**config.mk**
```make
export PLATFORM = sky130hd
export DESIGN_NAME = fifo_rd_streamer
export DESIGN_NICKNAME = d
export VERILOG_FILES = /design/src/rtl/pe_fifo_pkg.sv /design/src/rtl/rd_skid_buf.sv /design/src/rtl/fifo_rd_streamer.sv
export SDC_FILE = /design/constraint.sdc
export NUM_CORES = 1
export LEC_CHECK = 0
export BUFFER_PORTS_ARGS = -buffer_cell sky130_fd_sc_hd__clkbuf_2
export CORE_ASPECT_RATIO = 1.5
export CORE_MARGIN = 5
export CORE_UTILIZATION = 25
export DETAILED_ROUTE_END_ITERATION = 6
export GPL_ROUTABILITY_DRIVEN = 0
export PLACE_DENSITY = 0.42
export SLEW_MARGIN = 20
export SYNTH_ARGS = -nofsm -noshare
export SYNTH_HDL_FRONTEND = slang
export SYNTH_SLANG_ARGS = --single-unit
export TNS_END_PERCENT = 100
```
**constraint.sdc**
```tcl
create_clock -name clk -period 5.5 [get_ports clk]
set_clock_uncertainty 0.15 [all_clocks]
set_input_delay 1.1 -clock clk [delete_from_list [all_inputs] [get_ports clk]]
set_output_delay 1.1 -clock clk [all_outputs]
set_load 0.01 [all_outputs]
```
**src/rtl/pe_fifo_pkg.sv**
```systemverilog
// Shared types and constants for the PE-side FIFO read path.
package pe_fifo_pkg;

    typedef enum logic [1:0] {
        ST_IDLE  = 2'd0,
        ST_ISSUE = 2'd1,
        ST_DRAIN = 2'd2,
        ST_DONE  = 2'd3
    } rd_state_e;

    // Fewest skid entries that still cover the 2-cycle read turnaround at 1 word/cycle.
    localparam int unsigned SKID_MIN = 3;

    function automatic int unsigned cnt_w(input int unsigned depth);
        return $clog2(depth + 1);
    endfunction

endpackage

```
**src/rtl/rd_skid_buf.sv**
```systemverilog
// Circular skid buffer catching registered FIFO read data ahead of the stream port.
module rd_skid_buf
    import pe_fifo_pkg::*;
#(
    parameter int unsigned WIDTH = 64,
    parameter int unsigned SKID  = 3
) (
    input  logic                     clk,
    input  logic                     rst,
    input  logic                     push,
    input  logic [WIDTH-1:0]         push_data,
    input  logic                     pop,
    output logic [cnt_w(SKID)-1:0]   count,
    output logic [WIDTH-1:0]         head
);

    localparam int unsigned CNT_W = cnt_w(SKID);
    localparam int unsigned PTR_W = (SKID > 1) ? $clog2(SKID) : 1;

    logic [WIDTH-1:0] mem [SKID];
    logic [PTR_W-1:0] wr_ptr;
    logic [PTR_W-1:0] rd_ptr;
    logic             do_push;
    logic             do_pop;

    // Pointers wrap at SKID, so any depth works, not only powers of two.
    function automatic logic [PTR_W-1:0] ptr_inc(input logic [PTR_W-1:0] p);
        return (p == PTR_W'(SKID - 1)) ? '0 : p + PTR_W'(1);
    endfunction

    assign do_push = push && (count != CNT_W'(SKID));
    assign do_pop  = pop && (count != '0);

    always_ff @(posedge clk) begin
        if (rst) begin
            wr_ptr <= '0;
            rd_ptr <= '0;
            count  <= '0;
        end else begin
            if (do_push) wr_ptr <= ptr_inc(wr_ptr);
            if (do_pop)  rd_ptr <= ptr_inc(rd_ptr);
            case ({do_push, do_pop})
                2'b10:   count <= count + CNT_W'(1);
                2'b01:   count <= count - CNT_W'(1);
                default: ;
            endcase
        end
    end

    // Storage needs no reset; an empty buffer presents zero at the head.
    always_ff @(posedge clk) begin
        if (do_push) mem[wr_ptr] <= push_data;
    end

    assign head = (count != '0) ? mem[rd_ptr] : '0;

endmodule

```
**src/rtl/fifo_rd_streamer.sv**
```systemverilog
// Burst read controller: pops burst_len words from syn_fifo and streams them out valid/ready.
module fifo_rd_streamer
    import pe_fifo_pkg::*;
#(
    parameter int unsigned WIDTH = 64,
    parameter int unsigned LEN_W = 6,
    parameter int unsigned SKID  = 3
) (
    input  logic             clk,
    input  logic             rst,
    input  logic             burst_start,
    input  logic [LEN_W-1:0] burst_len,
    output logic             burst_busy,
    output logic             burst_done,
    input  logic             fifo_empty,
    output logic             fifo_rd,
    input  logic [WIDTH-1:0] fifo_data,
    output logic             m_valid,
    output logic [WIDTH-1:0] m_data,
    output logic             m_last,
    input  logic             m_ready
);

    localparam int unsigned SKID_EFF = (SKID < SKID_MIN) ? SKID_MIN : SKID;
    localparam int unsigned CNT_W    = cnt_w(SKID_EFF);
    localparam int unsigned OCC_W    = CNT_W + 1;

    rd_state_e        state;
    rd_state_e        next_state;
    logic [LEN_W-1:0] len_q;
    logic [LEN_W-1:0] issued;
    logic [LEN_W-1:0] beats_out;
    logic [LEN_W-1:0] last_idx;
    logic             inflight;
    logic             accept;
    logic             xfer;
    logic             last_xfer;
    logic             issue_left;
    logic             room;
    logic [CNT_W-1:0] buf_count;
    logic [WIDTH-1:0] head;

    assign accept     = (state == ST_IDLE) && burst_start;
    assign xfer       = m_valid && m_ready;
    assign last_xfer  = xfer && m_last;
    assign last_idx   = len_q - LEN_W'(1);
    assign issue_left = issued < len_q;
    // Reserve a slot for the word already requested so m_ready never reaches fifo_rd.
    assign room       = (OCC_W'(buf_count) + OCC_W'(inflight)) < OCC_W'(SKID_EFF);

    always_ff @(posedge clk) begin
        if (rst) state <= ST_IDLE;
        else     state <= next_state;
    end

    always_comb begin
        next_state = state;
        case (state)
            ST_IDLE:  if (burst_start) next_state = (burst_len == '0) ? ST_DONE : ST_ISSUE;
            ST_ISSUE: if (!issue_left) next_state = last_xfer ? ST_DONE : ST_DRAIN;
            ST_DRAIN: if (last_xfer)   next_state = ST_DONE;
            ST_DONE:  next_state = ST_IDLE;
            default:  next_state = ST_IDLE;
        endcase
    end

    always_comb begin
        burst_busy = 1'b0;
        burst_done = 1'b0;
        fifo_rd    = 1'b0;
        m_valid    = 1'b0;
        m_data     = '0;
        m_last     = 1'b0;

        burst_busy = (state != ST_IDLE);
        burst_done = (state == ST_DONE);
        fifo_rd    = (state == ST_ISSUE) && !fifo_empty && issue_left && room;
        m_valid    = (buf_count != '0);
        m_data     = head;
        m_last     = m_valid && (beats_out == last_idx);
    end

    // Burst length latch, issue and transfer counters, read-data-pending flag.
    always_ff @(posedge clk) begin
        if (rst) begin
            len_q     <= '0;
            issued    <= '0;
            beats_out <= '0;
            inflight  <= 1'b0;
        end else begin
            inflight <= fifo_rd;
            if (accept) begin
                len_q     <= burst_len;
                issued    <= '0;
                beats_out <= '0;
            end else begin
                if (fifo_rd) issued    <= issued + LEN_W'(1);
                if (xfer)    beats_out <= beats_out + LEN_W'(1);
            end
        end
    end

    rd_skid_buf #(
        .WIDTH (WIDTH),
        .SKID  (SKID_EFF)
    ) u_skid (
        .clk       (clk),
        .rst       (rst),
        .push      (inflight),
        .push_data (fifo_data),
        .pop       (xfer),
        .count     (buf_count),
        .head      (head)
    );

endmodule

```
== Word level (Yosys, flattened, before mapping) ==
Memories as Yosys holds them, arrays and structs flattened. A register that Yosys moved wholly into a read port is not among the register bits.
Index checks and enable logic that the tools add are counted.

* Memories kept: 1
* Memory bits (writable): 192
* Input port bits: 75
* Logic and storage cells: 62
* Output and inout bits: 69
* Register bits after elaboration: 27

* Reduce and logical (&&, ||, !) cells: 17
* $add $sub $neg: 8
* Mux-type cells: 14
* $lt $le $gt $ge: 2
* Equality and inequality tests: 12

{| class="wikitable"
|+ Memory list
! name !! depth !! width !! read ports !! clocked after Yosys merged registers in !! wr ports !! RTL line !! source
|-
| u_skid.mem || 3 || 64 || 1 || 1 || 1 || rd_skid_buf.sv:20 || <nowiki>logic [WIDTH-1:0] mem [SKID];</nowiki>
|}

{| class="wikitable"
|+ Operator list
! operator !! number
|-
| two-way mux 64 bit || 1
|-
| two-way mux 2 bit || 8
|-
| adder 6 x 1 -> 6 bit (second input constant) || 2
|-
| equality test 2 bit (second input constant) || 5
|-
| logical AND 1 bit || 9
|-
| inequality test 2 bit (second input constant) || 4
|-
| one-hot mux 2 bit (4 select lines) || 1
|-
| adder 2 x 1 -> 2 bit (second input constant) || 3
|-
| equality test 6 bit || 1
|-
| zero test 6 bit || 1
|-
| < comparator 6 bit || 1
|-
| nonzero test 2 bit || 3
|-
| subtractor 6 x 1 -> 6 bit (second input constant) || 1
|-
| equality test 2 x 1 -> 1 bit (second input constant) || 2
|-
| one-hot mux 2 bit (2 select lines) || 1
|-
| adder 2 x 1 -> 3 bit || 1
|-
| < comparator 3 x 2 -> 1 bit (second input constant) || 1
|-
| two-way mux 1 bit || 3
|-
| AND reduction 3 bit || 1
|-
| zero test 2 bit || 1
|-
| OR reduction 2 bit || 1
|-
| subtractor 2 x 1 -> 2 bit (second input constant) || 1
|-
| zero test 1 bit || 1
|}

== Longest topological paths before layout ==
Gate-level depths: netlist of the first run.

* Depth after elaboration: 7
* Gate-level depth with buffers: 10

== Hierarchy ==
A second synthesis of the first run with hierarchy kept.

* Cells, all modules: 595
* Area total of the unflattened synthesis: 9140.0 um2

{| class="wikitable"
|+ By module, submodules not included
! module !! instances !! cells an instance !! area each (um2)
|-
| rd_skid_buf || 1 || 437 || 7826.3
|-
| fifo_rd_streamer || 1 || 158 || 1313.8
|}

== Worst setup path before layout of the first run ==
Ideal clock, no wire load.

* Kind: register -> register
* Start: register u_skid.count[0]
* End: memory u_skid.mem[1][0], enable pin
* Buffers on the path: 0
* Library setup time: 580 ps
* Data required time: 4770 ps
* Stages on the path, launching flop included: 4
* Clock period less this slack: 6013 ps
* Path slack: -513 ps
* Arrival time: 5282 ps
* Path through: dfxtp_1 -> nand2_1 -> nand2_1 -> nor3b_1

* Cells in the longest elaborated chain, start to end: 4

{| class="wikitable"
|+ RTL lines
! item !! RTL line !! source
|-
| start, declared || rd_skid_buf.sv:13 || <nowiki>output logic [cnt_w(SKID)-1:0] count,</nowiki>
|-
| start signal, assigned || rd_skid_buf.sv:43 || <nowiki>2'b10: count <= count + CNT_W'(1);</nowiki>
|-
| start signal, assigned || rd_skid_buf.sv:44 || <nowiki>2'b01: count <= count - CNT_W'(1);</nowiki>
|-
| inequality test 2 bit || rd_skid_buf.sv:31 || <nowiki>assign do_push = push && (count != CNT_W'(SKID));</nowiki>
|-
| logical AND 1 bit || rd_skid_buf.sv:31 ||
|-
| two-way mux 1 bit || rd_skid_buf.sv:52 || <nowiki>if (do_push) mem[wr_ptr] <= push_data;</nowiki>
|-
| two-way mux 1 bit (not written as such) || rd_skid_buf.sv:52 ||
|-
| end, declared || rd_skid_buf.sv:20 ||
|}

No other way between the ends.

==> results.md, run 1 <==
- CTS H-Tree Depth: 1
- R2R Path Start: u_skid.count[0]
- Final antenna-violating net count: 0
- Top cell by count, worst path: nor2_1
- Startpoint Class: flip-flop
- Port Buffers: 143
- Initial DRC Count: 150
- DRC: 0
- Worst rel slew slack: 35.9%
- Largest cells by area after synthesis: edfxtp_1 65%, mux2i_1 7.4%, dfxtp_1 6.5%, nor2_1 6.3%, a21oi_1 4.5%
- Grt total ovfl: 0
- Die H: 241 um
- Min cycle time layout: 3.81 ns
- Layout area overhead: 23.5%
- Hold Crit Depth: 2
- Cell area after synthesis: 8920 um2
- TritonCTS clock tree: built
- Min-delay src: len_q[1]
- Post-synthesis cell count: 668
- Maximum resistive drop on vdd: 0.000361 V
- Final std cell area, no fill: 11000 um2
- Seq/Total Area, Yosys: 71.1%
- Core ar.: 35200 um2
- Slowest stage delay, CP: 0.99 ns
- Pre-CTS setup slack: 2.14 ns
- Max cap viols: 0
- R2r worst-path depth: 7
- Pin count of the biggest net entering global routing: 52
- Power Total: 4.09 mW
- Layout cells sized above 1: 23.4%
- N_diodes: 0
- Die Footprint: 39600 um2
- Count of different cell masters after synthesis: 36
- Slack of the critical path: 1.69 ns
- Placement Cell Area: 10200 um2
- Req. time, crit path: 4.25 ns
- Worst-margin pin slew: 0.962 ns
- Final Max Slew Viols: 0
- Clk Latency, worst-skew pair: 0.51 ns
- Vias per cell: 4.13
- CTS root buf: clkbuf_16
- Synth Net Count: 759
- Initial antenna violation count: 2
- Final wirelength: 20300 um
- Initial Util: 25.3%
- Final period util: 69.4%
- Row count: 84
- Synth async-reset ratio: 0%
- CP Capture Type: output pin
- Crit Path Category: flip-flop to output pin
- CTS Sinks: 221
- Post_cts resized: 0
- CTS Buf Count: 24
- F_max: 262 MHz
- Clk buf depth: 3
- Yosys Warn Count: 0
- Nets: 906
- Post-Syn Area per Cell: 13.4 um2
- Hold-fix buffers, CTS: 0
- First-pass DRT Iterations: 4
- Worst hold path type: flip-flop to flip-flop
- Layout fillers: 3595
- Leading area contributor after synthesis: edfxtp_1
- First-pass GRT wire length: 30600 um
- Setup TNS: 0 ns
- Hold endpoint: len_q[1]
- P per Cell Area: 371 nW/um2
- Reg-to-reg endpoint: u_skid.count[1]
- Synth Register Bits: 221
- Wire length per cell: 15.6 um
- Synth Flop Type: edfxtp_1
- Final setup vio count: 0
- Final Hold Slack: 0.324 ns
- Die Span X: 164 um
- CP arrival: 2.56 ns
- FF-to-FF setup slack: 2.70 ns
- Critical-path maximum fanout: 50
- Post-CTS Setup Bufs: 0
- Final HPWL DP: 13500 um
- Area share of the largest cell type after synthesis: 64.6%
- RSZ-0062 raised after global routing: no
- Via count: 5387
- EDFF count, synth: 192
- Vias in the first global route: 5504
- Final hold violations: 0
- Worst-path clk slew: 0.06 ns
- Run status: finished, final reports clean
- Slowest-stage cell, CP: dfxtp_4
- # IOs: 144
- All-Layer GR Usage: 9.96%
- P_leak: 3.95 nW
- Crit-path cells: buf_4 > mux2i_1 > nor2_1 > a21oi_1 > nor2_1 > clkbuf_2
==> cell usage in the layout (no fill, tap or decap), types with 10 or more instances in the layout <==
master	Yosys	layout
inv_1	15	15
nand3_1	11	11
dfxtp_1	29	27
clkbuf_16	0	25
edfxtp_1	192	192
clkbuf_2	0	143
a21oi_1	81	81
nand2_1	20	20
ha_1	16	16
nor2_1	149	148
buf_4	0	10
mux2i_1	66	66
==> Yosys cell counts, types with 4 or more instances <==
| library cell | n |
|---|---|
| edfxtp_1 | 192 |
| nor2_1 | 149 |
| a21oi_1 | 81 |
| mux2i_1 | 66 |
| dfxtp_1 | 29 |
| nand2_1 | 20 |
| clkbuf_1 | 19 |
| ha_1 | 16 |
| inv_1 | 15 |
| nand3_1 | 11 |
| xor2_1 | 9 |
| xnor2_1 | 8 |
| buf_1 | 7 |
| buf_2 | 6 |
| nand4_1 | 4 |
| nor3_1 | 4 |
| o21ai_0 | 4 |
==> per-stage QoR <==
step | util [%] | std cells
final | 31.3 | 1303
after global routing | 31.3 | 1303
after CTS | 31.3 | 1303
after detailed placement | 29.0 | 1262
after global placement | 29.0 | 1262
after floorplan | - | 668
==> registers in the layout (all words and copies together) (netlist names), named ones only <==
register	flops
inflight	1
u_skid.rd_ptr	2
state	2
beats_out	6
u_skid.count	2
issued	6
u_skid.mem	192
u_skid.wr_ptr	2
len_q	6
==> power by group <==
part	internal (mW)	switching, mW
combinational	0.222	0.320
clock	1.00	0.619
sequential	1.87	0.0556
total	3.10	0.994
==> final cells by class <==
class	instances	area, um2	share of cell area, %
Timing Repair Buffer	153	791	7.18
Clock inverter	14	163	1.48
Multi-Input combinational cell	399	2430	22.0
Clock buffer	27	633	5.75
Inverter	16	60.1	0.545
Sequential cell	221	6350	57.7
Tap cell	473	592	5.37
==> metal layers <==
layer	share of wire, %	vias to the layer above	global-route usage [%]
li1	-	2702	-
met1	40	2531	11.3
met2	52	116	18.4
met3	6.0	34	2.38
met4	2.1	4	3.00
met5	0.13	-	0
==> cells by family (layout without fill, tap and decap cells) <==
kind of cell / Yosys count / in the layout / share of synthesized area, %
fa+ha+maj: 16 / 16 / 2.24
simple gates: 202 / 202 / 9.51
compound gates: 98 / 98 / 5.92
mux: 66 / 66 / 7.41
flops: 221 / 221 / 71.1
xor+xnor: 17 / 17 / 1.67
buf+inv: 48 / 210 / 2.10
==> worst max path at each step <==
stage,depth (start not counted),to,start,slack [ns]
after CTS,6,m_data[58],flip-flop,1.57
after detailed placement,6,m_data[58],flip-flop,2.14
after floorplan,3,u_skid.mem[2][0],u_skid.count[0],1.76
final,6,m_data[58],flip-flop,1.69
after global routing,6,m_data[46],flip-flop,1.44
after global placement,6,m_data[57],flip-flop,2.14
==> critical path: cells and delay by family (launching register included) <==
family	cells	cell delay, ns
simple gates	2	0.11
mux	1	0.22
buf+inv	2	0.57
flops	1	0.99
compound gates	1	0.14
No activity file was read; power rests on OpenSTA's default activity.
==> run 2, diff against run 1 <==
ABC_AREA = 1   (was not set)
PLACE_DENSITY = 0.41   (was 0.42)
clock period = 3.75 ns   (was 5.5 ns; I/O delays follow)
==> run 2 against run 1 <==
Synthesized area increased by 5.7%; non-clock buffer count increased by 3; die area increased by 5.4%; via count increased by 11%; highest routed layer is now met4.
==> results.md, run 2 <==
- Initial Util: 25.2%
- Hold Crit Depth: 1
- RSZ-0062 raised after global routing: no
- CP arrival: 2.23 ns
- Hold-fix buffers, CTS: 0
- Row count: 87
- Final hold violations: 0
- Startpoint Class: flip-flop
- Layout area overhead: 22.1%
- First-pass DRT Iterations: 4
- Layout fillers: 3918
- Crit Path Category: flip-flop to output pin
- Synth Register Bits: 221
- Layout cells sized above 1: 29.6%
- Pre-CTS setup slack: 1.06 ns
- CTS root buf: clkbuf_16
- Vias per cell: 4.15
- Reg area: 6350 um2
- Final std cell area, no fill: 11500 um2
- Worst-path clk slew: 0.06 ns
- Die H: 248 um
- Maximum resistive drop on vdd: 0.000293 V
- Synth async-reset ratio: 0%
- Placement Cell Area: 10800 um2
- Max cap viols: 0
- Hold endpoint: u_skid.mem[2][17]
- N_diodes: 0
- Final period util: 83.4%
- Post_cts resized: 0
- Critical-path maximum fanout: 27
- All-Layer GR Usage: 10.6%
- CTS Buf Count: 24
- Initial antenna violation count: 0
- CTS Sinks: 221
- Post-Syn Area per Cell: 12.2 um2
- Most instantiated cells after synthesis: 192 x edfxtp_1, 159 x inv_1, 87 x a21oi_1
- Die Footprint: 41800 um2
- Reg with most FFs: u_skid.mem
- Worst hold path type: primary input to flip-flop
- Nets: 1020
- Area share of the largest cell type after synthesis: 61.1%
- Reg-to-reg endpoint: u_skid.count[1]
- Initial DRC Count: 197
- Die Span X: 169 um
- Run status: finished, final reports clean
- Grt total ovfl: 0
- CP Capture Type: output pin
- Final wirelength: 22400 um
- P per Cell Area: 546 nW/um2
- Cell area after synthesis: 9430 um2
- Req. time, crit path: 2.85 ns
- Power Total: 6.29 mW
- DRC: 0
- Count of different cell masters after synthesis: 35
- F_max: 320 MHz
- Commonest cells after routing, fill and taps aside: 192 x edfxtp_1, 159 x inv_1, 143 x clkbuf_2, 87 x a21oi_1, 79 x o21ai_0
- Min cycle time layout: 3.13 ns
- Slack of the critical path: 0.622 ns
- Post-synthesis cell count: 776
- Post-CTS Setup Bufs: 0
- Via count: 5959
- Worst rel slew slack: 46.2%
- Seq/Total Area, Yosys: 67.3%
- TritonCTS clock tree: built
- R2R Path Start: u_skid.count[0]
- Yosys Warn Count: 0
- Synth Net Count: 867
- R2r worst-path depth: 6
- P_leak: 4.94 nW
- Pin count of the biggest net entering global routing: 55
- Synth Flop Type: edfxtp_1
- Port Buffers: 143
- FF-to-FF setup slack: 1.45 ns
- Clk Latency, worst-skew pair: 0.52 ns
- Worst-margin pin slew: 0.802 ns
- Largest cells by area after synthesis: edfxtp_1 61%, mux2_2 7.6%, inv_1 6.3%, dfxtp_1 6.2%, a21oi_1 4.6%
- Multi-input gate area: 2370 um2
- Count leader, synth: edfxtp_1
- Clk buf depth: 3
- First-pass GRT wire length: 34600 um
- EDFF count, synth: 192
- Final antenna-violating net count: 0
- Final setup vio count: 0
- Leading area contributor after synthesis: edfxtp_1
- Final Max Slew Viols: 0
- Commonest non-fill, non-tap cell in the layout: edfxtp_1
- CTS H-Tree Depth: 1
- Setup TNS: 0 ns
- # IOs: 144
- Min-delay src: fifo_data[17]
- Core ar.: 37400 um2
- Final Hold Slack: 0.287 ns
- Wire length per cell: 15.6 um
- Final HPWL DP: 14900 um
- Max FFs per register: 192
- Vias in the first global route: 6136
## run 2: worst max path at each step
stage,startpoint,endpoint,slack [ns],cells past startpoint
after floorplan,u_skid.count[0],u_skid.mem[0][0],0.006,3
after CTS,flip-flop,m_data[20],0.49,5
after global routing,flip-flop,m_data[19],0.40,5
final,flip-flop,m_data[19],0.62,5
after detailed placement,flip-flop,m_data[20],1.06,5
after global placement,flip-flop,m_data[20],1.03,5
## run 2: layout make-up
cell class,instances,area share [%]
inverters,167,5.44
clock inverters,13,0.511
multi-input cells,359,20.6
repair buffers,156,7.39
well taps,489,5.31
flip-flops and latches,221,55.2
clock buffers,30,5.60
## run 2: through the flow
step / utilization, % / instances
finish: 30.7 / 1435
global placement: 28.9 / 1392
detailed placement: 28.9 / 1392
global route: 30.7 / 1435
floorplan: - / 776
CTS: 30.7 / 1435
## run 2: kinds of logic after synthesis
family / Yosys count / synth area share, %
AND/OR/NAND/NOR: 100 / 5.12
adder cells (fa/ha/maj): 16 / 2.12
buffers and inverters: 196 / 7.93
AO/OA/AOI/OAI: 174 / 9.43
XOR/XNOR: 5 / 0.464
flip-flops: 221 / 67.3
multiplexers: 64 / 7.64
## run 2: where the power goes
group / internal (mW) / switching [mW] / total (mW)
clock: 1.21 / 0.934 / 2.14
combinational: 0.493 / 0.778 / 1.27
sequential: 2.77 / 0.0971 / 2.87
total: 4.48 / 1.81 / 6.29
## run 2: routing by layer
layer / vias to the layer above / routed length (um) / track usage, % / share of wire, %
met2: 129 / 11800 / 20.1 / 53
met1: 2845 / 8930 / 11.9 / 40
met5: - / 0 / 0 / 0
met4: 0 / 399 / 2.89 / 1.8
li1: 2953 / - / - / -
met3: 32 / 1240 / 2.37 / 5.5
## run 2: worst max-delay path, cell delays in order (launching register included)
cell and delay, ns:
dfxtp_4 0.64, buf_4 0.34, mux2_2 0.35, o21ai_0 0.19, inv_1 0.06, clkbuf_2 0.12
==> run 3, diff against run 2 <==
clock period = 3.2 ns   (was 3.75 ns; I/O delays follow)
==> run 3 against run 2 <==
Sequential cell count unchanged; first-iteration DRC count is 6.6% lower; clock power rose by 26%; utilization grew 0.37 points; register-to-register slack worse by 0.30 ns; global-route usage increased by 0.061 points; wire length grew 0.86%; critical path depth is 5 higher; sequential power is 17% higher; final cell count increased by 0.42%; combinational power rose by 19%; count of clock-buffer cells in the layout down 1; highest routed layer is now met5.
==> results.md, run 3 (synthesis gave the netlist of run 2 again) <==
- Reg with most FFs: u_skid.mem
- Slack of the critical path: 0.216 ns
- Port Buffers: 143
- Final Hold Slack: 0.175 ns
- # placed instances: 1395
- Final std cell area, no fill: 11700 um2
- Wire length per cell: 15.7 um
- Min-delay src: fifo_data[47]
- Reg-to-reg endpoint: state[1]
- Row count: 87
- Power Total: 7.57 mW
- Final wirelength: 22600 um
- TritonCTS clock tree: built
- Run status: finished, final reports clean
- CTS H-Tree Depth: 1
- Worst-path clk slew: 0.06 ns
- Placement Cell Area: 10900 um2
- Crit Path Category: flip-flop to output pin
- P_leak: 5.01 nW
- CTS root buf: clkbuf_16
- Final Max Slew Viols: 0
- Critical-path maximum fanout: 8
- Pre-CTS setup slack: 0.698 ns
- RSZ-0062 raised after global routing: no
- P per Cell Area: 650 nW/um2
- CP Capture Type: output pin
- CTS Buf Count: 24
- # IOs: 144
- CP arrival: 2.19 ns
- Commonest non-fill, non-tap cell in the layout: edfxtp_1
- R2R Path Start: len_q[0]
- Via count: 5985
- Met3 routed WL: 1390 um
- Setup TNS: 0 ns
- Final setup vio count: 0
- Layout cells sized above 1: 30.4%
- Die H: 248 um
- Pin count of the biggest net entering global routing: 52
- Maximum resistive drop on vdd: 0.000366 V
- Nets: 1024
- Hold Crit Depth: 1
- Layout area overhead: 23.5%
- Top Metal Used: met5
- Startpoint Class: flip-flop
- Vias in the first global route: 6170
- Final antenna-violating net count: 0
- Final HPWL DP: 15200 um
- Initial antenna violation count: 2
- Min cycle time layout: 2.98 ns
- R2r worst-path depth: 12
- CTS Sinks: 221
- Wire length on met2: 11600 um
- Final core occ: 31.1%
- Final period util: 93.2%
- Grt total ovfl: 0
- Core ar.: 37400 um2
- FF-to-FF setup slack: 1.15 ns
- Initial Util: 25.2%
- Clk Latency, worst-skew pair: 0.51 ns
- Worst rel slew slack: 62.1%
- Die Span X: 169 um
- Initial DRC Count: 184
- Die Footprint: 41800 um2
- All-Layer GR Usage: 10.7%
- Clk buf depth: 3
- First-pass DRT Iterations: 4
- Worst hold path type: primary input to flip-flop
- Hold endpoint: u_skid.mem[0][47]
- DRC: 0
- Max FFs per register: 192
- Layout fillers: 3864
- Commonest cells after routing, fill and taps aside: 192 x edfxtp_1, 159 x inv_1, 143 x clkbuf_2, 87 x a21oi_1, 79 x o21ai_0
- First-pass GRT wire length: 34900 um
- F_max: 335 MHz
- Req. time, crit path: 2.41 ns
- Max cap viols: 0
- Vias per cell: 4.15
- Final Non-Filler Cells: 1441
- Met1 wire length: 9030 um
- Worst-margin pin slew: 0.567 ns
- Final hold violations: 0
[run 3: changes by cell type in the layout (fill, tap and decap cells not counted), moves of 2 or more]
cell       change
bufinv_16      +2
buf_12         +3
clkinv_1       -3
clkinv_4       +2
[run 3: critical path: stages (launching register included)]
cell and delay [ns]:
dfxtp_1 0.37, inv_1 0.11, ha_1 0.32, nand2_1 0.08, nor2_1 0.05, o21ai_1 0.07, o211ai_1 0.12, nor2_2 0.18
nand2_4 0.11, inv_2 0.12, clkbuf_2 0.15
[run 3: what timing repair did]
action | 4_1_cts | 5_1_grt
setup buffers | 0 | 1
setup endpoints to repair | 0 | 1
resized for setup | 0 | 1
hold buffers | 0 | 0
[run 3: power breakdown]
group	switching (mW)	internal, mW
sequential	0.101	3.25
clock	1.12	1.59
combinational	0.920	0.594
[run 3: how the worst max path moves through the flow]
stage / start / to / slack [ns] / cells past startpoint
final: len_q[5] / fifo_rd / 0.22 / 10
after floorplan: u_skid.count[0] / u_skid.mem[1][0] / 0.26 / 3
after detailed placement: len_q[5] / fifo_rd / 0.70 / 10
after global routing: len_q[5] / fifo_rd / 0.0009 / 10
after CTS: len_q[5] / fifo_rd / 0.12 / 10
after global placement: flip-flop / m_data[24] / 0.73 / 5
[run 3: per-layer routing]
metal  track usage, %  up-vias
met5                0        -
met4             3.53        4
met3             2.74       40
met2             19.6      128
met1             12.0     2842
li1                 -     2971
[run 3: layout make-up]
class                      instances  area (um2)  share of cell area (%)
sequential                       221        6350                    54.5
multi-input combinational        359        2370                    20.4
timing repair buffer             160         918                    7.88
clock buffer                      29         641                    5.50
inverter                         167         627                    5.38
tap                              489         612                    5.25
clock inverter                    15         126                    1.08
antenna                            1        2.50                  0.0215
